[src/rtl/csi_rx_pkg.sv]
// Shared constants and types for the CSI-2 receive packet handler.
// Latency: n/a (types, constants and one pure helper function).
// Backpressure: n/a.
package csi_rx_pkg;

  // Data types of the short sync packets and the default accepted pixel format.
  localparam logic [5:0] DT_FS       = 6'h00;
  localparam logic [5:0] DT_FE       = 6'h01;
  localparam logic [5:0] DT_LS       = 6'h02;
  localparam logic [5:0] DT_LE       = 6'h03;
  localparam logic [5:0] DT_RAW8     = 6'h2A;
  // Data types at or above this value are long packets.
  localparam logic [5:0] DT_LONG_MIN = 6'h10;

  typedef enum logic [1:0] {
    IDLE,
    PAYLOAD,
    WAIT_END
  } state_t;

  // Hamming ECC column for header data bit k (index 0 = bit 0). Each ECC bit i
  // is the parity of all data bits whose column has bit i set, so a single
  // flipped data bit k produces exactly ECC_COL[k] as its syndrome.
  localparam logic [23:0][5:0] ECC_COL = {
    6'h3B, 6'h37, 6'h2F, 6'h1F, 6'h38, 6'h34, 6'h32, 6'h31,
    6'h2C, 6'h2A, 6'h29, 6'h26, 6'h25, 6'h23, 6'h1C, 6'h1A,
    6'h19, 6'h16, 6'h15, 6'h13, 6'h0E, 6'h0D, 6'h0B, 6'h07
  };

  // Byte enables for a payload word given how many payload bytes are still due.
  function automatic logic [3:0] byte_mask(input logic [16:0] rem);
    logic [3:0] m;
    if (rem >= 17'd4) begin
      m = 4'b1111;
    end else begin
      case (rem[1:0])
        2'd1:    m = 4'b0001;
        2'd2:    m = 4'b0011;
        2'd3:    m = 4'b0111;
        default: m = 4'b0000;
      endcase
    end
    return m;
  endfunction

endpackage

[src/rtl/csi_rx_packet_handler_if.sv]
// Bus between the lane merger, the packet handler and its downstream consumers.
// Latency: n/a (signal bundle only).
// Backpressure: none; the word stream cannot be stalled and consumers must keep up.
// Ports: data_in/data_valid from the lane merger; payload_* to the pixel unpacker;
//        pkt_*, sync pulses and status pulses to the timing generator.
interface csi_rx_packet_handler_if;
  logic [31:0] data_in;
  logic        data_valid;
  logic [31:0] payload_data;
  logic        payload_valid;
  logic [3:0]  payload_byte_en;
  logic        payload_last;
  logic        pkt_hdr_valid;
  logic [5:0]  pkt_dt;
  logic [1:0]  pkt_vc;
  logic [15:0] pkt_wc;
  logic        frame_start;
  logic        frame_end;
  logic        line_start;
  logic        line_end;
  logic        ecc_corrected;
  logic        ecc_error;
  logic        truncated;
  logic        in_packet;

  // master: the side that produces words and consumes the handler's results.
  modport master (
    output data_in, data_valid,
    input  payload_data, payload_valid, payload_byte_en, payload_last,
    input  pkt_hdr_valid, pkt_dt, pkt_vc, pkt_wc,
    input  frame_start, frame_end, line_start, line_end,
    input  ecc_corrected, ecc_error, truncated, in_packet
  );

  // slave: the packet handler itself.
  modport slave (
    input  data_in, data_valid,
    output payload_data, payload_valid, payload_byte_en, payload_last,
    output pkt_hdr_valid, pkt_dt, pkt_vc, pkt_wc,
    output frame_start, frame_end, line_start, line_end,
    output ecc_corrected, ecc_error, truncated, in_packet
  );
endinterface

[src/rtl/csi_rx_hdr_ecc.sv]
// CSI-2 packet header ECC generator: 24 header data bits -> 6-bit Hamming ECC.
// Latency: combinational.
// Backpressure: none.
// Ports: i_data = {WC_MSB, WC_LSB, DI}; o_ecc[5:0] = ECC, o_ecc[7:6] always 0.
module csi_rx_hdr_ecc
  import csi_rx_pkg::*;
(
  input  logic [23:0] i_data,
  output logic [7:0]  o_ecc
);

  always_comb begin
    o_ecc = 8'h00;
    for (int k = 0; k < 24; k++) begin
      if (i_data[k]) begin
        o_ecc[5:0] = o_ecc[5:0] ^ ECC_COL[k];
      end
    end
  end

endmodule

[src/rtl/csi_rx_packet_handler.sv]
// CSI-2 packet splitter: header ECC check/correct, sync pulses, payload words with CRC stripped.
// Latency: 1 cycle from input word to any output (header word N -> pkt_*/pulses in N+1).
// Backpressure: none; every valid word is consumed the cycle it arrives.
// Ports: clock, reset (sync, active-high); csi.slave carries data_in/data_valid in and
//        payload_*, pkt_*, frame/line pulses, ecc_corrected/ecc_error/truncated, in_packet out.
module csi_rx_packet_handler
  import csi_rx_pkg::*;
#(
  parameter bit         DT_FILTER_EN = 1'b0,
  parameter logic [5:0] DT_FILTER    = DT_RAW8
) (
  input  logic                    clock,
  input  logic                    reset,
  csi_rx_packet_handler_if.slave  csi
);

  state_t      r_state;
  logic [16:0] r_remaining;  // one bit wider than WC so 0xFFFF cannot wrap
  logic [31:0] r_payload_data;
  logic        r_payload_valid;
  logic [3:0]  r_payload_byte_en;
  logic        r_payload_last;
  logic        r_pkt_hdr_valid;
  logic [5:0]  r_pkt_dt;
  logic [1:0]  r_pkt_vc;
  logic [15:0] r_pkt_wc;
  logic        r_frame_start;
  logic        r_frame_end;
  logic        r_line_start;
  logic        r_line_end;
  logic        r_ecc_corrected;
  logic        r_ecc_error;
  logic        r_truncated;
  logic        r_in_packet;

  logic [7:0]  w_ecc;
  logic [5:0]  w_syn;
  logic [23:0] w_hdr;
  logic        w_col_hit;
  logic        w_hdr_bad;
  logic [5:0]  w_dt;
  logic [1:0]  w_vc;
  logic [15:0] w_wc;
  logic        w_filtered;
  logic        w_unused;

  csi_rx_hdr_ecc u_hdr_ecc (
    .i_data (csi.data_in[23:0]),
    .o_ecc  (w_ecc)
  );

  assign w_syn = csi.data_in[29:24] ^ w_ecc[5:0];

  // A syndrome equal to a data column pinpoints the flipped data bit.
  always_comb begin
    w_hdr     = csi.data_in[23:0];
    w_col_hit = 1'b0;
    for (int k = 0; k < 24; k++) begin
      if (w_syn == ECC_COL[k]) begin
        w_hdr[k]  = ~csi.data_in[k];
        w_col_hit = 1'b1;
      end
    end
  end

  // A one-hot syndrome means a flipped ECC bit: data is intact. Anything that is
  // neither zero, one-hot nor a data column is a multi-bit error.
  assign w_hdr_bad  = (w_syn != 6'd0) && !$onehot(w_syn) && !w_col_hit;
  assign w_dt       = w_hdr[5:0];
  assign w_vc       = w_hdr[7:6];
  assign w_wc       = w_hdr[23:8];
  assign w_filtered = DT_FILTER_EN && (w_dt != DT_FILTER);

  // Bits 31:30 of the header word and the upper ECC bits carry no information.
  assign w_unused = ^{csi.data_in[31:30], w_ecc[7:6]};

  always_ff @(posedge clock) begin
    if (reset) begin
      r_state           <= IDLE;
      r_remaining       <= '0;
      r_payload_data    <= '0;
      r_payload_valid   <= 1'b0;
      r_payload_byte_en <= '0;
      r_payload_last    <= 1'b0;
      r_pkt_hdr_valid   <= 1'b0;
      r_pkt_dt          <= '0;
      r_pkt_vc          <= '0;
      r_pkt_wc          <= '0;
      r_frame_start     <= 1'b0;
      r_frame_end       <= 1'b0;
      r_line_start      <= 1'b0;
      r_line_end        <= 1'b0;
      r_ecc_corrected   <= 1'b0;
      r_ecc_error       <= 1'b0;
      r_truncated       <= 1'b0;
      r_in_packet       <= 1'b0;
    end else begin
      // Pulses default low so each lasts exactly one cycle.
      r_payload_valid <= 1'b0;
      r_payload_last  <= 1'b0;
      r_pkt_hdr_valid <= 1'b0;
      r_frame_start   <= 1'b0;
      r_frame_end     <= 1'b0;
      r_line_start    <= 1'b0;
      r_line_end      <= 1'b0;
      r_ecc_corrected <= 1'b0;
      r_ecc_error     <= 1'b0;
      r_truncated     <= 1'b0;

      case (r_state)
        IDLE: begin
          if (csi.data_valid) begin
            r_in_packet <= 1'b1;
            r_state     <= WAIT_END;
            if (w_hdr_bad) begin
              r_ecc_error <= 1'b1;
            end else begin
              r_pkt_hdr_valid <= 1'b1;
              r_pkt_dt        <= w_dt;
              r_pkt_vc        <= w_vc;
              r_pkt_wc        <= w_wc;
              r_ecc_corrected <= (w_syn != 6'd0);
              r_frame_start   <= (w_dt == DT_FS);
              r_frame_end     <= (w_dt == DT_FE);
              r_line_start    <= (w_dt == DT_LS);
              r_line_end      <= (w_dt == DT_LE);
              if ((w_dt >= DT_LONG_MIN) && (w_wc != 16'd0) && !w_filtered) begin
                r_remaining <= {1'b0, w_wc};
                r_state     <= PAYLOAD;
              end
            end
          end
        end

        PAYLOAD: begin
          if (csi.data_valid) begin
            r_payload_valid   <= 1'b1;
            r_payload_data    <= csi.data_in;
            r_payload_byte_en <= byte_mask(r_remaining);
            if (r_remaining <= 17'd4) begin
              // Last payload word; the CRC bytes that follow are dropped in WAIT_END.
              r_payload_last <= 1'b1;
              r_remaining    <= '0;
              r_state        <= WAIT_END;
            end else begin
              r_remaining <= r_remaining - 17'd4;
            end
          end else begin
            r_truncated <= 1'b1;
            r_remaining <= '0;
            r_in_packet <= 1'b0;
            r_state     <= IDLE;
          end
        end

        WAIT_END: begin
          if (!csi.data_valid) begin
            r_in_packet <= 1'b0;
            r_state     <= IDLE;
          end
        end

        default: begin
          r_in_packet <= 1'b0;
          r_state     <= IDLE;
        end
      endcase
    end
  end

  assign csi.payload_data    = r_payload_data;
  assign csi.payload_valid   = r_payload_valid;
  assign csi.payload_byte_en = r_payload_byte_en;
  assign csi.payload_last    = r_payload_last;
  assign csi.pkt_hdr_valid   = r_pkt_hdr_valid;
  assign csi.pkt_dt          = r_pkt_dt;
  assign csi.pkt_vc          = r_pkt_vc;
  assign csi.pkt_wc          = r_pkt_wc;
  assign csi.frame_start     = r_frame_start;
  assign csi.frame_end       = r_frame_end;
  assign csi.line_start      = r_line_start;
  assign csi.line_end        = r_line_end;
  assign csi.ecc_corrected   = r_ecc_corrected;
  assign csi.ecc_error       = r_ecc_error;
  assign csi.truncated       = r_truncated;
  assign csi.in_packet       = r_in_packet;

endmodule
[src/flat_wrapper.sv]
// flat-port wrapper written by rule: the top's interface ports become plain ports
module csi_rx_packet_handler_flat import csi_rx_pkg::*;
#(
  parameter bit         DT_FILTER_EN = 1'b0,
  parameter logic [5:0] DT_FILTER    = DT_RAW8
)
  (clock, reset, csi_data_in, csi_data_valid, csi_payload_data, csi_payload_valid, csi_payload_byte_en, csi_payload_last, csi_pkt_hdr_valid, csi_pkt_dt, csi_pkt_vc, csi_pkt_wc, csi_frame_start, csi_frame_end, csi_line_start, csi_line_end, csi_ecc_corrected, csi_ecc_error, csi_truncated, csi_in_packet);
  csi_rx_packet_handler_if csi_i ();
  input  logic clock;
  input  logic reset;
  input wire logic [$bits(csi_i.data_in)-1:0] csi_data_in;
  input wire logic [$bits(csi_i.data_valid)-1:0] csi_data_valid;
  output wire logic [$bits(csi_i.payload_data)-1:0] csi_payload_data;
  output wire logic [$bits(csi_i.payload_valid)-1:0] csi_payload_valid;
  output wire logic [$bits(csi_i.payload_byte_en)-1:0] csi_payload_byte_en;
  output wire logic [$bits(csi_i.payload_last)-1:0] csi_payload_last;
  output wire logic [$bits(csi_i.pkt_hdr_valid)-1:0] csi_pkt_hdr_valid;
  output wire logic [$bits(csi_i.pkt_dt)-1:0] csi_pkt_dt;
  output wire logic [$bits(csi_i.pkt_vc)-1:0] csi_pkt_vc;
  output wire logic [$bits(csi_i.pkt_wc)-1:0] csi_pkt_wc;
  output wire logic [$bits(csi_i.frame_start)-1:0] csi_frame_start;
  output wire logic [$bits(csi_i.frame_end)-1:0] csi_frame_end;
  output wire logic [$bits(csi_i.line_start)-1:0] csi_line_start;
  output wire logic [$bits(csi_i.line_end)-1:0] csi_line_end;
  output wire logic [$bits(csi_i.ecc_corrected)-1:0] csi_ecc_corrected;
  output wire logic [$bits(csi_i.ecc_error)-1:0] csi_ecc_error;
  output wire logic [$bits(csi_i.truncated)-1:0] csi_truncated;
  output wire logic [$bits(csi_i.in_packet)-1:0] csi_in_packet;
  assign csi_i.data_in = csi_data_in;
  assign csi_i.data_valid = csi_data_valid;
  assign csi_payload_data = csi_i.payload_data;
  assign csi_payload_valid = csi_i.payload_valid;
  assign csi_payload_byte_en = csi_i.payload_byte_en;
  assign csi_payload_last = csi_i.payload_last;
  assign csi_pkt_hdr_valid = csi_i.pkt_hdr_valid;
  assign csi_pkt_dt = csi_i.pkt_dt;
  assign csi_pkt_vc = csi_i.pkt_vc;
  assign csi_pkt_wc = csi_i.pkt_wc;
  assign csi_frame_start = csi_i.frame_start;
  assign csi_frame_end = csi_i.frame_end;
  assign csi_line_start = csi_i.line_start;
  assign csi_line_end = csi_i.line_end;
  assign csi_ecc_corrected = csi_i.ecc_corrected;
  assign csi_ecc_error = csi_i.ecc_error;
  assign csi_truncated = csi_i.truncated;
  assign csi_in_packet = csi_i.in_packet;
  csi_rx_packet_handler #(.DT_FILTER_EN(DT_FILTER_EN), .DT_FILTER(DT_FILTER)) u_core (.clock(clock), .reset(reset), .csi(csi_i));
endmodule
[config.mk]
export PLATFORM = sky130hd
export DESIGN_NAME = csi_rx_packet_handler_flat
export DESIGN_NICKNAME = d
export VERILOG_FILES = /design/src/rtl/csi_rx_pkg.sv /design/src/rtl/csi_rx_packet_handler_if.sv /design/src/rtl/csi_rx_hdr_ecc.sv /design/src/rtl/csi_rx_packet_handler.sv /design/src/flat_wrapper.sv
export SDC_FILE = /design/constraint.sdc
export NUM_CORES = 1
export LEC_CHECK = 0
export ABC_CLOCK_PERIOD_IN_PS = 14600
export CORE_ASPECT_RATIO = 0.7
export CORE_MARGIN = 5
export CORE_UTILIZATION = 40
export DETAILED_ROUTE_END_ITERATION = 10
export GPL_TIMING_DRIVEN = 0
export PLACE_DENSITY = 0.63
export RECOVER_POWER = 25
export SYNTH_ARGS = -nofsm -noshare
export SYNTH_HDL_FRONTEND = slang
export SYNTH_SLANG_ARGS = --single-unit
[constraint.sdc]
create_clock -name clock -period 14.6 [get_ports clock]
set_input_delay 2.92 -clock clock [delete_from_list [all_inputs] [get_ports clock]]
set_output_delay 2.92 -clock clock [all_outputs]
set_load 0.1 [all_outputs]
* Yosys cells after proc, flatten, opt, wreduce, memory -nomap -nowiden *
Index checks and enable logic that the tools add are counted.

storage, ports and cells
  flip-flop bits (word level) = 90
  input port bits = 35
  output and inout bits = 71
  logic and storage cells = 233

cells by class
  $add $sub $neg = 6
  order comparisons = 3
  equality and inequality tests = 39
  mux-type cells = 95
  bitwise logic cells = 52
  reductions and logical operators = 20

operator list
  cell                                                                                   number
  17-bit two-way mux                                                                     5
  6-bit equality test (second input constant)                                            13
  6-bit two-way mux                                                                      13
  1-bit two-way mux                                                                      55
  3-bit NOT                                                                              18
  6-bit by 5-bit equality test with 1-bit output (second input constant)                 7
  5-bit two-way mux                                                                      7
  17-bit one-hot mux with 2 select lines                                                 1
  1-bit NOT                                                                              28
  5-bit NOT                                                                              4
  6-bit by 4-bit equality test with 1-bit output (second input constant)                 3
  17-bit by 3-bit greater-or-equal comparator with 1-bit output (second input constant)  1
  17-bit by 3-bit <= comparator with 1-bit output (second input constant)                1
  17-bit by 3-bit subtractor with 17-bit output (second input constant)                  1
  4-bit two-way mux                                                                      4
  16-bit nonzero test                                                                    1
  6-bit by 2-bit equality test with 1-bit output (second input constant)                 2
  2-bit two-way mux                                                                      6
  3-bit one-hot mux with 3 select lines                                                  1
  2-bit inequality test (second input constant)                                          4
  1-bit by 1-bit adder with 2-bit output                                                 3
  3-bit adder                                                                            2
  2-bit equality test (second input constant)                                            3
  6-bit by 1-bit equality test with 1-bit output (second input constant)                 1
  23 further kinds                                                                       31

* Depth between registers and ports, before layout *
  depth after elaboration = 78
  gate-level depth with buffers = 22
  mapped depth without buffers = 18

* Cells and area by module *
Synthesis repeated with hierarchy kept, for this count alone.

unflattened totals
  cell total of the unflattened synthesis = 657
  area, all modules = 5297.6 µm²

modules (own cells, without submodules)
  module                 instances  cells each  area an instance (µm²)  seq. area each (µm²)
  csi_rx_packet_handler  1          617         4783.3                  1801.7
  csi_rx_hdr_ecc         1          40          514.2                   0.0

* Least setup slack after synthesis *
OpenSTA, ideal clock, no wires.

  path type = in2reg
  start point = input csi_data_in[22]
  end point = register u_core.r_remaining[0]
  setup time = 0.117 ns
  data arrival time = 6.741 ns
  required time = 14.483 ns
  setup slack = 7.741 ns
  stages = 16
  path buffers = 2
  path through = buf_2 -> xor2_1 -> xnor3_2 -> xor2_4 -> or3_1 -> nand2_1 -> fa_1 -> ha_1 -> xnor2_1 -> nand3b_1 -> o2111ai_1 -> nor2b_1 -> clkbuf_1 -> a21oi_4 -> or2_2 -> a32o_1

on the way
  longest elaborated chain between the ends = 33
  elaborated cells between the ends (all ways) = 96
  those cells by class = add/sub: 5; order compare: 1; eq/ne: 27; mux: 52; bitwise: 3; reduce/logical: 8

ends and longest elaborated chain
  item                                            RTL line                      text
  from (decl)                                     flat_wrapper.sv:11            input wire logic [$bits(csi_i.data_in)-1:0] csi_data_in;
  6-bit two-way mux                               csi_rx_hdr_ecc.sv:15          if (i_data[k]) begin
  5-bit NOT (no line)                             n/a
  6-bit two-way mux                               csi_rx_hdr_ecc.sv:15
  6-bit bitwise XOR                               csi_rx_packet_handler.sv:52   assign w_syn = csi.data_in[29:24] ^ w_ecc[5:0];
  6-bit by 3-bit equality test with 1-bit output  csi_rx_packet_handler.sv:59   if (w_syn == ECC_COL[k]) begin
  1-bit two-way mux (24 in a row)                 csi_rx_packet_handler.sv:59
  1-bit zero test                                 csi_rx_packet_handler.sv:68   assign w_hdr_bad = (w_syn != 6'd0) && !$onehot(w_syn) && !w_col_hit;
  1-bit logical AND                               csi_rx_packet_handler.sv:68
  2-bit inequality test (no line)                 n/a
  4-bit AND reduction (no line)                   n/a
  to (signal assigned)                            csi_rx_packet_handler.sv:128  r_remaining <= {1'b0, w_wc};
  to (signal assigned)                            csi_rx_packet_handler.sv:146  r_remaining <= r_remaining - 17'd4;
  to (decl)                                       csi_rx_packet_handler.sv:18   logic [16:0] r_remaining;

Parallel ways exist; a longest one is shown, timed or not. The select of a mux whose other input is x is not followed.
A chain may end at the register's enable or synchronous reset.

* Final worst setup path *
  start point = input csi_data_in[1]
  end point = register u_core.r_remaining[11]

on the way
  longest elaborated chain between the ends = 65
  elaborated cells between the ends (all ways) = 136
  those cells by class = add/sub: 4; order compare: 1; eq/ne: 27; mux: 73; bitwise: 23; reduce/logical: 8

ends and longest elaborated chain
  item                                                         RTL line
  4-bit two-way mux                                            csi_rx_hdr_ecc.sv:15
  3-bit NOT (no line) or 4-bit two-way mux (tied branches)     n/a
  4-bit two-way mux or 3-bit NOT (tied branches) (2 in a row)  n/a
  3-bit NOT (no line) or 4-bit two-way mux (tied branches)     n/a
  5-bit two-way mux                                            csi_rx_hdr_ecc.sv:15
  3-bit NOT (no line) or 5-bit two-way mux (tied branches)     n/a
  5-bit two-way mux or 3-bit NOT (tied branches) (2 in a row)  n/a
  3-bit NOT (no line) or 5-bit two-way mux (tied branches)     n/a
  [24 not listed]                                              n/a
  6-bit two-way mux                                            csi_rx_hdr_ecc.sv:15
  6-bit bitwise XOR                                            csi_rx_packet_handler.sv:52
  6-bit by 3-bit equality test with 1-bit output               csi_rx_packet_handler.sv:59
  1-bit two-way mux (24 in a row)                              csi_rx_packet_handler.sv:59
  1-bit zero test                                              csi_rx_packet_handler.sv:68
  1-bit logical AND                                            csi_rx_packet_handler.sv:68
  2-bit inequality test (no line)                              n/a
  4-bit AND reduction (no line)                                n/a

Parallel ways exist; a longest one is shown, timed or not. The select of a mux whose other input is x is not followed.

==> reports/results.txt <==
CP max FO -> 10
worst skew pair latency -> 0.35 ns
Synth area leaders -> dfxtp_1 (32%), xnor2_1 (9.7%), nand2_1 (7.1%)
Worst Hold Class -> flip-flop to flip-flop
Most used DFF post-synth -> dfxtp_1
r2r worst-path depth -> 9
Diodes inserted -> 0
Area Growth Syn to Fin -> 24.4%
Syn Nets -> 773
Post-Syn Instances -> 722
Clock Tree Root -> clkbuf_16
number of flops mapped to enable cells by yosys -> 0
Die H -> 110 um
Starting DRT DRC Count -> 510
post-layout net count -> 870
die area -> 16800 um2
most instantiated cells after synthesis -> nand2_1 (108), dfxtp_1 (90), nor2_1 (77)
FFs w/ async S/R, synth -> 0%
Yosys reg bits -> 90
Fin. Hold Viols -> 0
period utilisation layout -> 55.0%
# DRC -> 0
required time of the critical path -> 14.80 ns
Max Clk Rate -> 124 MHz
Yosys top cell by area -> dfxtp_1
Final GP Congestion -> 0.958
post-layout util -> 50.9%
drt pass-1 iters -> 5
initial core utilization -> 40.9%
input/output buffers -> 86
Tmin final -> 8.04 ns
GRT overflow -> 0
worst-margin pin slew -> 1.05 ns
post-synthesis sequential area ratio -> 31.6%
vias in the first global route -> 5586
Setup TNS -> 0 ns
VDD IR max -> 0.103 mV
Reg clk slew, reported paths -> 0.07 ns
postcts setup bufs -> 0
Power Density -> 233 nW/um2
Die Span X -> 153 um
# resized after CTS -> 0
CTS buffer count -> 9
status -> complete, no violations
Sink Count -> 90
Mean Syn Cell Area -> 7.88 um2
layout cell share with drive strength beyond 1 -> 5.83%
critical path arrival -> 8.24 ns
I/O pin count -> 106
FP Rows -> 36
hold path cells -> 2
mapped cell area -> 5690 um2
Crit Path Class -> primary input to flip-flop
core area -> 13900 um2
CP Launch Type -> primary input
Ys Warns -> 0
initial antenna violation count -> 0
H-tree levels -> 3
Slew headroom -> 29.8%
Final Routed Wirelength -> 20000 um
CTS tree -> built
unrepaired setup endpoints after global routing -> no
leakage -> 2.50 nW
max-slew violations -> 0
DRT antenna net count -> 0
Final setup viols -> 0
total of max-cap violations -> 0
Yosys top cell area share -> 31.6%
top-count cell post-synth -> nand2_1
dpl hpwl -> 15300 um
Hold-fix buffers, CTS -> 0
average routed wire per standard cell -> 19.7 um
pin count of the biggest net entering global routing -> 19
clk_skew -> 0.00827 ns
first-pass GRT wire length -> 31200 um
GRT Overall Usage -> 23.6%
critical path endpoint category -> flip-flop
Cell variety after synth -> 68
routed via count -> 5780
post-DR vias/cell -> 5.70
worst-case clock buffer depth -> 2
[logic make-up (layout without fill, tap and decap cells)]
kind of cell	after synthesis	in the layout	share of synthesized area, %
AND/OR/NAND/NOR	269	269	21.2
AO/OA/AOI/OAI	161	161	19.0
flip-flops	90	90	31.6
XOR/XNOR	88	88	15.6
buffers and inverters	83	185	6.15
adder cells (fa/ha/maj)	16	16	3.78
multiplexers	15	15	2.68
[critical path, cell delays in order]
cell	delay, ns
clkdlybuf4s50_1	0.49
clkbuf_1	0.51
xnor2_1	0.16
xnor2_1	0.31
xnor2_1	0.14
xnor2_1	0.45
ha_1	0.31
clkbuf_1	0.32
and2_0	0.18
clkbuf_1	0.32
nand3b_1	0.15
mux2i_1	0.17
nand3_1	0.09
a311oi_1	0.35
nand4_1	0.14
o31a_1	0.37
a21oi_4	0.35
buf_6	0.21
mux2i_1	0.20
nor2_1	0.07
[path summary, 6_finish.rpt]
kind / startpoint / endpoint / slack [ns]
setup / recovery: csi_data_in[1] / u_core.r_remaining[11] / 6.56
hold / removal: u_core.csi.payload_data[0] / u_core.csi.payload_data[0] / 0.46
setup reg to reg: u_core.r_remaining[8] / u_core.r_state[1] / 11.18
hold reg to reg: u_core.csi.payload_data[0] / u_core.csi.payload_data[0] / 0.46
[registers in the layout, summed over array words and instances, names as in the netlist]
name                        flops
u_core.r_state                  2
u_core.csi.line_start           1
u_core.csi.line_end             1
u_core.csi.payload_last         1
u_core.csi.pkt_wc              16
u_core.csi.payload_valid        1
u_core.csi.payload_data        32
u_core.csi.pkt_vc               2
u_core.csi.ecc_corrected        1
u_core.csi.payload_byte_en      4
u_core.r_remaining             17
u_core.csi.ecc_error            1
u_core.csi.in_packet            1
u_core.csi.pkt_dt               6
u_core.csi.frame_end            1
u_core.csi.pkt_hdr_valid        1
u_core.csi.frame_start          1
u_core.csi.truncated            1
[cell usage in the layout, fill, tap and decap left out, types with 15 or more instances in the layout]
cell type	synthesis	final
a211oi_1	23	23
a21oi_1	57	57
clkbuf_1	44	47
clkdlybuf4s50_1	0	86
dfxtp_1	90	90
inv_1	20	20
nand2_1	108	108
nand3_1	18	18
nor2_1	77	77
o21ai_0	15	15
xnor2_1	63	63
xor2_1	17	17
[per-stage QoR]
step / area [um2] / instances / hold WS, ns / setup slack [ns] / power (W)
2_1_floorplan: 5690 / 722 / 0.449 / 7.74 / 0.00113
3_3_place_gp: 6790 / 998 / 0.443 / 6.46 / 0.00137
3_5_place_dp: 6790 / 998 / 0.449 / 6.33 / 0.00140
4_1_cts: 7080 / 1014 / 0.462 / 6.65 / 0.00164
5_1_grt: 7080 / 1014 / 0.486 / 6.25 / 0.00176
6_report: 7080 / 1014 / 0.460 / 6.56 / 0.00165
[per-layer routing]
layer	GRT usage (%)	wire length, um
met1	33.9	9450
met3	7.32	2110
met4	6.29	497
met5	0	0
met2	34.3	7900
[layout make-up]
type / count / area [um2]
Clock inverter: 7 / 66.3
Multi-Input combinational cell: 549 / 3540
Sequential cell: 90 / 1800
Timing Repair Buffer: 86 / 861
Fill cell: 1334 / 6840
Tap cell: 190 / 238
Inverter: 20 / 75.1
Clock buffer: 9 / 225
Buffer: 63 / 275
[report_power, final]
part / leakage, nW / switching [W] / total [W] / internal (W)
sequential: 0.731 / 0.0000252 / 0.000314 / 0.000289
combinational: 1.63 / 0.000761 / 0.00110 / 0.000341
clock: 0.144 / 0.000114 / 0.000234 / 0.000120
total: 2.50 / 0.000900 / 0.00165 / 0.000751
Note: power is estimated with default switching activity, not from simulation.
